<file path="src/rtl/fpga_lut_ble.sv">
// rtl/fpga_lut_ble.sv - K-input basic logic element with scan-loaded LUT and optional output register
module fpga_lut_ble #(
    parameter int            K         = 4,
    parameter logic [2**K-1:0] INIT    = {{(2**K-1){1'b0}}, 1'b1},
    parameter logic          INIT_MODE = 1'b0
) (
    input  logic         clk,
    input  logic         rst_n,
    input  logic         cfg_start,
    input  logic         cfg_en,
    input  logic         cfg_in,
    output logic         cfg_out,
    output logic         cfg_done,
    input  logic [K-1:0] lut_in,
    input  logic         ff_en,
    output logic         lut_out
);

    localparam int DEPTH    = 2**K;
    localparam int CFG_BITS = DEPTH + 1;
    localparam int CNT_W    = $clog2(CFG_BITS + 1);
    localparam logic [CNT_W-1:0] LAST_BIT = CNT_W'(CFG_BITS - 1);

    localparam logic [1:0] ST_UNCONFIG   = 2'd0;
    localparam logic [1:0] ST_LOADING    = 2'd1;
    localparam logic [1:0] ST_CONFIGURED = 2'd2;

    // chain_q = {mode, truth table}; scan-out is the mode end of the chain
    logic [CFG_BITS-1:0] chain_q, chain_d;
    logic [1:0]          state_q, state_d;
    logic [CNT_W-1:0]    count_q, count_d;
    logic                done_q,  done_d;
    logic                ff_q,    ff_d;

    logic [DEPTH-1:0] lut_mem;
    logic             mode;
    logic             loading;

    assign lut_mem = chain_q[DEPTH-1:0];
    assign mode    = chain_q[CFG_BITS-1];
    assign loading = (state_q == ST_LOADING);

    always_comb begin
        chain_d = chain_q;
        state_d = state_q;
        count_d = count_q;
        done_d  = done_q;
        ff_d    = ff_q;
        // a start pulse outranks a coincident shift enable
        if (cfg_start) begin
            state_d = ST_LOADING;
            count_d = '0;
            done_d  = 1'b0;
        end else if (loading && cfg_en) begin
            chain_d = {chain_q[CFG_BITS-2:0], cfg_in};
            count_d = count_q + CNT_W'(1);
            if (count_q == LAST_BIT) begin
                state_d = ST_CONFIGURED;
                done_d  = 1'b1;
            end
        end
        if (!loading && ff_en) begin
            ff_d = lut_mem[lut_in];
        end
    end

    always_ff @(posedge clk) begin
        if (!rst_n) begin
            chain_q <= {INIT_MODE, INIT};
            state_q <= ST_UNCONFIG;
            count_q <= '0;
            done_q  <= 1'b0;
            ff_q    <= 1'b0;
        end else begin
            chain_q <= chain_d;
            state_q <= state_d;
            count_q <= count_d;
            done_q  <= done_d;
            ff_q    <= ff_d;
        end
    end

    // partially shifted tables are never exposed on the output
    assign lut_out  = loading ? 1'b0 : (mode ? ff_q : lut_mem[lut_in]);
    assign cfg_out  = chain_q[CFG_BITS-1];
    assign cfg_done = done_q;

endmodule

</file>
<file path="config.mk">
export PLATFORM = sky130hd
export DESIGN_NAME = fpga_lut_ble
export DESIGN_NICKNAME = d
export VERILOG_FILES = /design/src/rtl/fpga_lut_ble.sv
export SDC_FILE = /design/constraint.sdc
export NUM_CORES = 1
export LEC_CHECK = 0
export ABC_CLOCK_PERIOD_IN_PS = 1750
export BUFFER_PORTS_ARGS = -buffer_cell sky130_fd_sc_hd__buf_4
export CORE_UTILIZATION = 45
export DETAILED_ROUTE_END_ITERATION = 10
export GPL_TIMING_DRIVEN = 0
export PLACE_DENSITY_LB_ADDON = 0.05
export SYNTH_ARGS = -nofsm -noshare
export SYNTH_HDL_FRONTEND = slang
export SYNTH_SLANG_ARGS = --single-unit
export TNS_END_PERCENT = 20
</file>
<file path="constraint.sdc">
create_clock -name clk -period 1.75 [get_ports clk]
set_input_delay 0.175 -clock clk [delete_from_list [all_inputs] [get_ports clk]]
set_output_delay 0.175 -clock clk [all_outputs]
set_load 0.005 [all_outputs]
</file>
==> results.json, run 1 <==
{
  "portBuffers": 11,
  "rsz0062_at_grt": "yes",
  "root_buffer": "clkbuf_4",
  "grt_pass1_vias": 855,
  "final.min_clock_period_ps": 1830,
  "crit_start": "chain_q[6]",
  "p_leak_nw": 0.515,
  "io_pins": 13,
  "failed_checks": "negative setup slack",
  "wl_mm": 2.22,
  "muxShareOfSynthArea": 0.0783,
  "fin_cells": 186,
  "cts_buffer_depth": 2,
  "vias": 947,
  "syn_inst": 139,
  "power.total_w": 0.000926,
  "cap_violations": 0,
  "period_share": 1.04,
  "yosys.area_share.simple": 0.244,
  "vias_per_cell": 5.09,
  "run_status": "complete, but fails checks",
  "crit_slowest_cell": "dfxtp_2",
  "synth.distinct_cells": 30,
  "hold_viol": 0,
  "peakVddDrop_mv": 0.421,
  "fp.dieW_um": 53.6,
  "path_cells": "mux2_4 > a32o_1 > a211oi_2 > o221ai_1 > buf_4",
  "core_um2": 2500,
  "synth_compound_area_frac": 0.153,
  "worst_slew_margin_rel": 0.742,
  "clkSinkCount": 25,
  "die_area_um2": 2870,
  "cp_num_buf_inv": 1,
  "synth_xor_area_frac": 0.0292,
  "fp.dieH_um": 53.6,
  "dp_slack_ps": 107,
  "synth.net_count": 151,
  "required_ps": 1570,
  "postCtsHoldBufs": 0,
  "ant_nets": 0,
  "grt_pass1_wl_mm": 3.62,
  "syn2layout_area_growth_pct": 13.9,
  "antenna_cells": 0,
  "grt_max_degree": 15,
  "synth_top_family_by_area": "simple AND/OR/NAND/NOR gates",
  "worstPathArrival_ps": 1650,
  "max_freq_mhz": 548,
  "gp_congestion": 0.746,
  "grt-ovfl-total": 0,
  "wl_per_cell_um": 11.9,
  "layout-drive-gt1-share": 0.199,
  "drv_slew": 0,
  "drt_iter0_drc": 20,
  "ys_warn_count": 0,
  "fill_cells": 242,
  "rows": 18,
  "dpl.cell_count": 180,
  "firstDrtPassIters": 4,
  "critPathMaxFanout": 2,
  "endpoint_kind": "primary output",
  "crit_family": "compound AO/OA/AOI/OAI gates",
  "worst_slack_ps": -75.9,
  "clk_pin_slew_ps": 130,
  "r2r-start": "cfg_done",
  "crit_type": "register to primary output",
  "htreeDepth": 1,
  "synth_area_um2": 1200,
  "antenna_found_initial": 0,
  "worst_pin_slew_ps": 388,
  "min-delay-path-class": "input port to register",
  "cts_tree": "built",
  "synth-seq-area-share": 0.418,
  "cts_buffers": 3,
  "synth.avg_cell_area_um2": 8.62,
  "synthAdderAreaFrac": 0.0209,
  "power_density_nw_per_um2": 678,
  "clock-skew-final_ps": 7.12,
  "min_from": "cfg_in",
  "slowest_delay_ps": 340,
  "critPathLaunchType": "register",
  "grtUsageTotal": 0.176,
  "report.final.setup_viol": 1,
  "ys_ff_latch": 25,
  "final_nets": 169,
  "start_util": 0.479,
  "clk_latency_ps": 320,
  "drc": 0,
  "dp.final_hpwl_mm": 1.67
}
-- cell type report --
class                           count  area (µm²)  area share
Buffer                              8        52.6      0.0385
Clock inverter                      1        5.00     0.00367
Timing Repair Buffer               13        97.6      0.0715
Sequential cell                    25         504       0.369
Inverter                            4        15.0      0.0110
Clock buffer                        3        22.5      0.0165
Tap cell                           30        37.5      0.0275
Multi-Input combinational cell    102         631       0.462
-- Yosys cell counts (all sizes together) --
| cell | count | area, µm² |
|---|---|---|
| nand2b | 4 | 25.0 |
| nand3 | 3 | 15.0 |
| clkbuf | 3 | 15.0 |
| nand2 | 37 | 139 |
| mux2i | 3 | 30.0 |
| inv | 4 | 15.0 |
| or3 | 1 | 6.26 |
| mux2 | 3 | 41.3 |
| a21oi | 3 | 15.0 |
| xor2 | 3 | 26.3 |
| a32o | 1 | 10.0 |
| nand4 | 4 | 25.0 |
| nor2 | 9 | 33.8 |
| o311ai | 1 | 8.76 |
| and2b | 1 | 7.51 |
| o221ai | 1 | 8.76 |
| a211oi | 1 | 12.5 |
| xnor2 | 1 | 8.76 |
| dfxtp | 25 | 500 |
| buf | 5 | 37.5 |
| mux4 | 1 | 22.5 |
| ha | 2 | 25.0 |
| and3b | 1 | 8.76 |
| nor3b | 1 | 7.51 |
| a21boi | 16 | 120 |
| nor2b | 4 | 25.0 |
| a221oi | 1 | 8.76 |
-- worst reg2reg max path, stage by stage (launching register included) --
cell     delay [ps]
dfxtp_1         390
and3b_1         190
buf_4           160
and2b_1         160
buf_4           160
buf_4           170
nand2_1          70
nand3_1          70
-- logic make-up after synthesis --
| group | Yosys count |
|---|---|
| compound gates | 24 |
| xor+xnor | 4 |
| fa+ha+maj | 2 |
| buf+inv | 12 |
| flops | 25 |
| mux | 7 |
| simple gates | 65 |
-- state kept, by name, summed over array words and instances (netlist names) --
name	count
chain_q	17
count_q	5
cfg_done	1
ff_q	1
state_q	1
-- layer usage --
layer  global-route usage  wire, µm  vias to the layer above
met3               0.0254        49                        4
met2                0.300      1030                        9
met5                    0         0                        -
li1                     -         -                      499
met4               0.0658        23                        0
met1                0.223      1120                      435
-- worst paths after layout --
kind,to,slack (ps),depth (start not counted)
worst max-delay path,lut_out,-80,5
worst min-delay path,chain_q[0],80,3
worst max register to register,chain_q[0],260,7
worst min register to register,chain_q[13],480,2
-- report_power, final --
part	internal, W	switching [W]
clock network	0.0000855	0.000171
registers	0.000575	0.00000397
logic	0.0000463	0.0000448
total	0.000707	0.000219
-- cells in the final DEF (no fill, tap or decap), types with 4 or more instances in the layout --
master	n
nand2b_1	4
nand2_1	37
nand4_1	4
nor2_1	9
buf_4	18
dfxtp_1	22
clkbuf_4	4
inv_1	4
nor2b_1	4
a21boi_0	14
-- stage by stage --
stage	TNS, ps	hold WS [ps]	instance area, µm²	utilization
after floorplan	0	299	1200	-
after global placement	0	384	1320	0.528
after detailed placement	0	400	1320	0.528
after CTS	-103	68.4	1360	0.546
after global routing	-142	91.1	1370	0.546
final	-75.9	75.2	1370	0.546
-- timing repair --
action	4_1_cts	5_1_grt
setup buffers	2	0
endpoints found under the setup margin	1	1
cloned	0	0
gates resized for setup	2	1
pin swaps	3	0
Power figures use the tool's default switching activity.
==> inputs of run 2 (changes only) <==
- SETUP_SLACK_MARGIN: default -> 0.4
==> results.json, run 2 (same netlist as run 1, synthesis figures left out) <==
{
  "final_nets": 180,
  "start_util": 0.479,
  "dp_slack_ps": 106,
  "rows": 18,
  "drc": 0,
  "antenna_found_initial": 0,
  "htreeDepth": 1,
  "crit_start": "chain_q[6]",
  "failed_checks": "negative setup slack",
  "critPathMaxFanout": 2,
  "r2r_cells": 8,
  "portBuffers": 11,
  "worst_slack_ps": -87.5,
  "power_density_nw_per_um2": 589,
  "core_um2": 2500,
  "postCtsHoldBufs": 0,
  "vias_per_cell": 5.37,
  "fp.dieW_um": 53.6,
  "period_share": 1.05,
  "reg2reg_to": "chain_q[4]",
  "required_ps": 1570,
  "critPathLaunchType": "register",
  "worst_slew_margin_rel": 0.754,
  "top_register": "chain_q",
  "grt_pass1_vias": 928,
  "fp.dieH_um": 53.6,
  "clkSinkCount": 25,
  "drv_slew": 0,
  "hold_slack_ps": 54.8,
  "endpoint_kind": "primary output",
  "min-delay-path-class": "input port to register",
  "hold_viol": 0,
  "cap_violations": 0,
  "wl_per_cell_um": 13.4,
  "worstPathArrival_ps": 1660,
  "grt_max_degree": 16,
  "root_buffer": "clkbuf_4",
  "grt-ovfl-total": 0,
  "holdPathEnd": "chain_q[0]",
  "cts_buffers": 3,
  "cts_buffer_depth": 2,
  "final.min_clock_period_ps": 1840,
  "crit_type": "register to primary output",
  "worst_pin_slew_ps": 369,
  "die_area_um2": 2870,
  "r2r_setup_slack_ps": 300,
  "utilization": 0.665,
  "syn2layout_area_growth_pct": 38.6,
  "layout_common_cells": "19 x nand2_1, 18 x dfxtp_1, 16 x buf_4",
  "grt_pass1_wl_mm": 3.94,
  "report.final.setup_viol": 1,
  "gp_congestion": 0.746,
  "run_status": "complete, but fails checks",
  "ant_nets": 0,
  "clk_pin_slew_ps": 130,
  "clock-skew-final_ps": 13.4,
  "peakVddDrop_mv": 0.435,
  "final_common_cell": "nand2_1",
  "antenna_cells": 0,
  "layout-drive-gt1-share": 0.449,
  "power.total_w": 0.000979,
  "dp.final_hpwl_mm": 1.73,
  "max_freq_mhz": 544,
  "clk_latency_ps": 320,
  "wl_mm": 2.64,
  "r2r-start": "cfg_done",
  "grtUsageTotal": 0.197,
  "reg_top3": "chain_q (17), count_q (5)",
  "final.setup.tns_ps": -87.5,
  "p_leak_nw": 0.687,
  "whs_path_depth": 3,
  "vias": 1057,
  "cts_tree": "built",
  "rsz0062_at_grt": "yes",
  "min_from": "cfg_in",
  "drt_iter0_drc": 18,
  "largest_reg_flops": 17,
  "firstDrtPassIters": 4,
  "io_pins": 13
}
-- run 2: cell types whose count changed in the layout (fill, tap and decap cells not counted), moves of 5 or more --
| cell | delta |
|---|---|
| nand2_1 | -18 |
| a21boi_0 | -14 |
| nand2_2 | +13 |
| buf_6 | +10 |
| a21boi_2 | +8 |
| a21boi_1 | +6 |
| nand2_4 | +5 |
-- run 2: cell type report --
class | count | area [µm²]
plain buffers | 8 | 88.8
clock inverters | 1 | 7.51
clock buffers | 3 | 22.5
repair buffers | 24 | 231
fillers | 201 | 838
flip-flops and latches | 25 | 509
inverters | 4 | 15.0
multi-input cells | 102 | 749
well taps | 30 | 37.5
-- run 2: worst max path at each step --
stage / slack (ps) / to / cells past startpoint
after floorplan: 400 / lut_out / 5
after global placement: 120 / lut_out / 6
after detailed placement: 110 / lut_out / 6
after CTS: -100 / lut_out / 5
after global routing: -160 / lut_out / 5
final: -90 / lut_out / 5
-- run 2: worst max-delay path, stage by stage, from the launching register on --
cell and delay, ps:
dfxtp_2 340, mux2_4 270, a32o_1 220, a211oi_2 230, o221ai_1 140, buf_4 150
-- run 2: report_power, final --
group	switching, W	internal, W	leakage (nW)
Clock	0.000179	0.0000873	0.0139
Combinational	0.0000585	0.0000747	0.468
Sequential	0.00000446	0.000575	0.205
-- run 2: per-layer routing --
layer | part of all wire | vias up | track usage
met4 | 0.012 | 0 | 0.0921
met5 | 0 | - | 0
met3 | 0.036 | 4 | 0.0254
met2 | 0.52 | 18 | 0.331
met1 | 0.43 | 506 | 0.249
li1 | - | 529 | -
-- run 2: timing repair --
item                                    CTS  global route
resized for setup                        38            30
setup buffers                             8             3
endpoints found under the setup margin   12            21
hold endpoints to repair                  0             0
gates cloned                              1             1
pin swaps                                24            24
-- run 2: per-stage QoR --
stage	instances	cell area, µm²
after floorplan	139	1200
after global placement	180	1320
after detailed placement	180	1320
after CTS	193	1520
after global routing	197	1660
final	197	1660
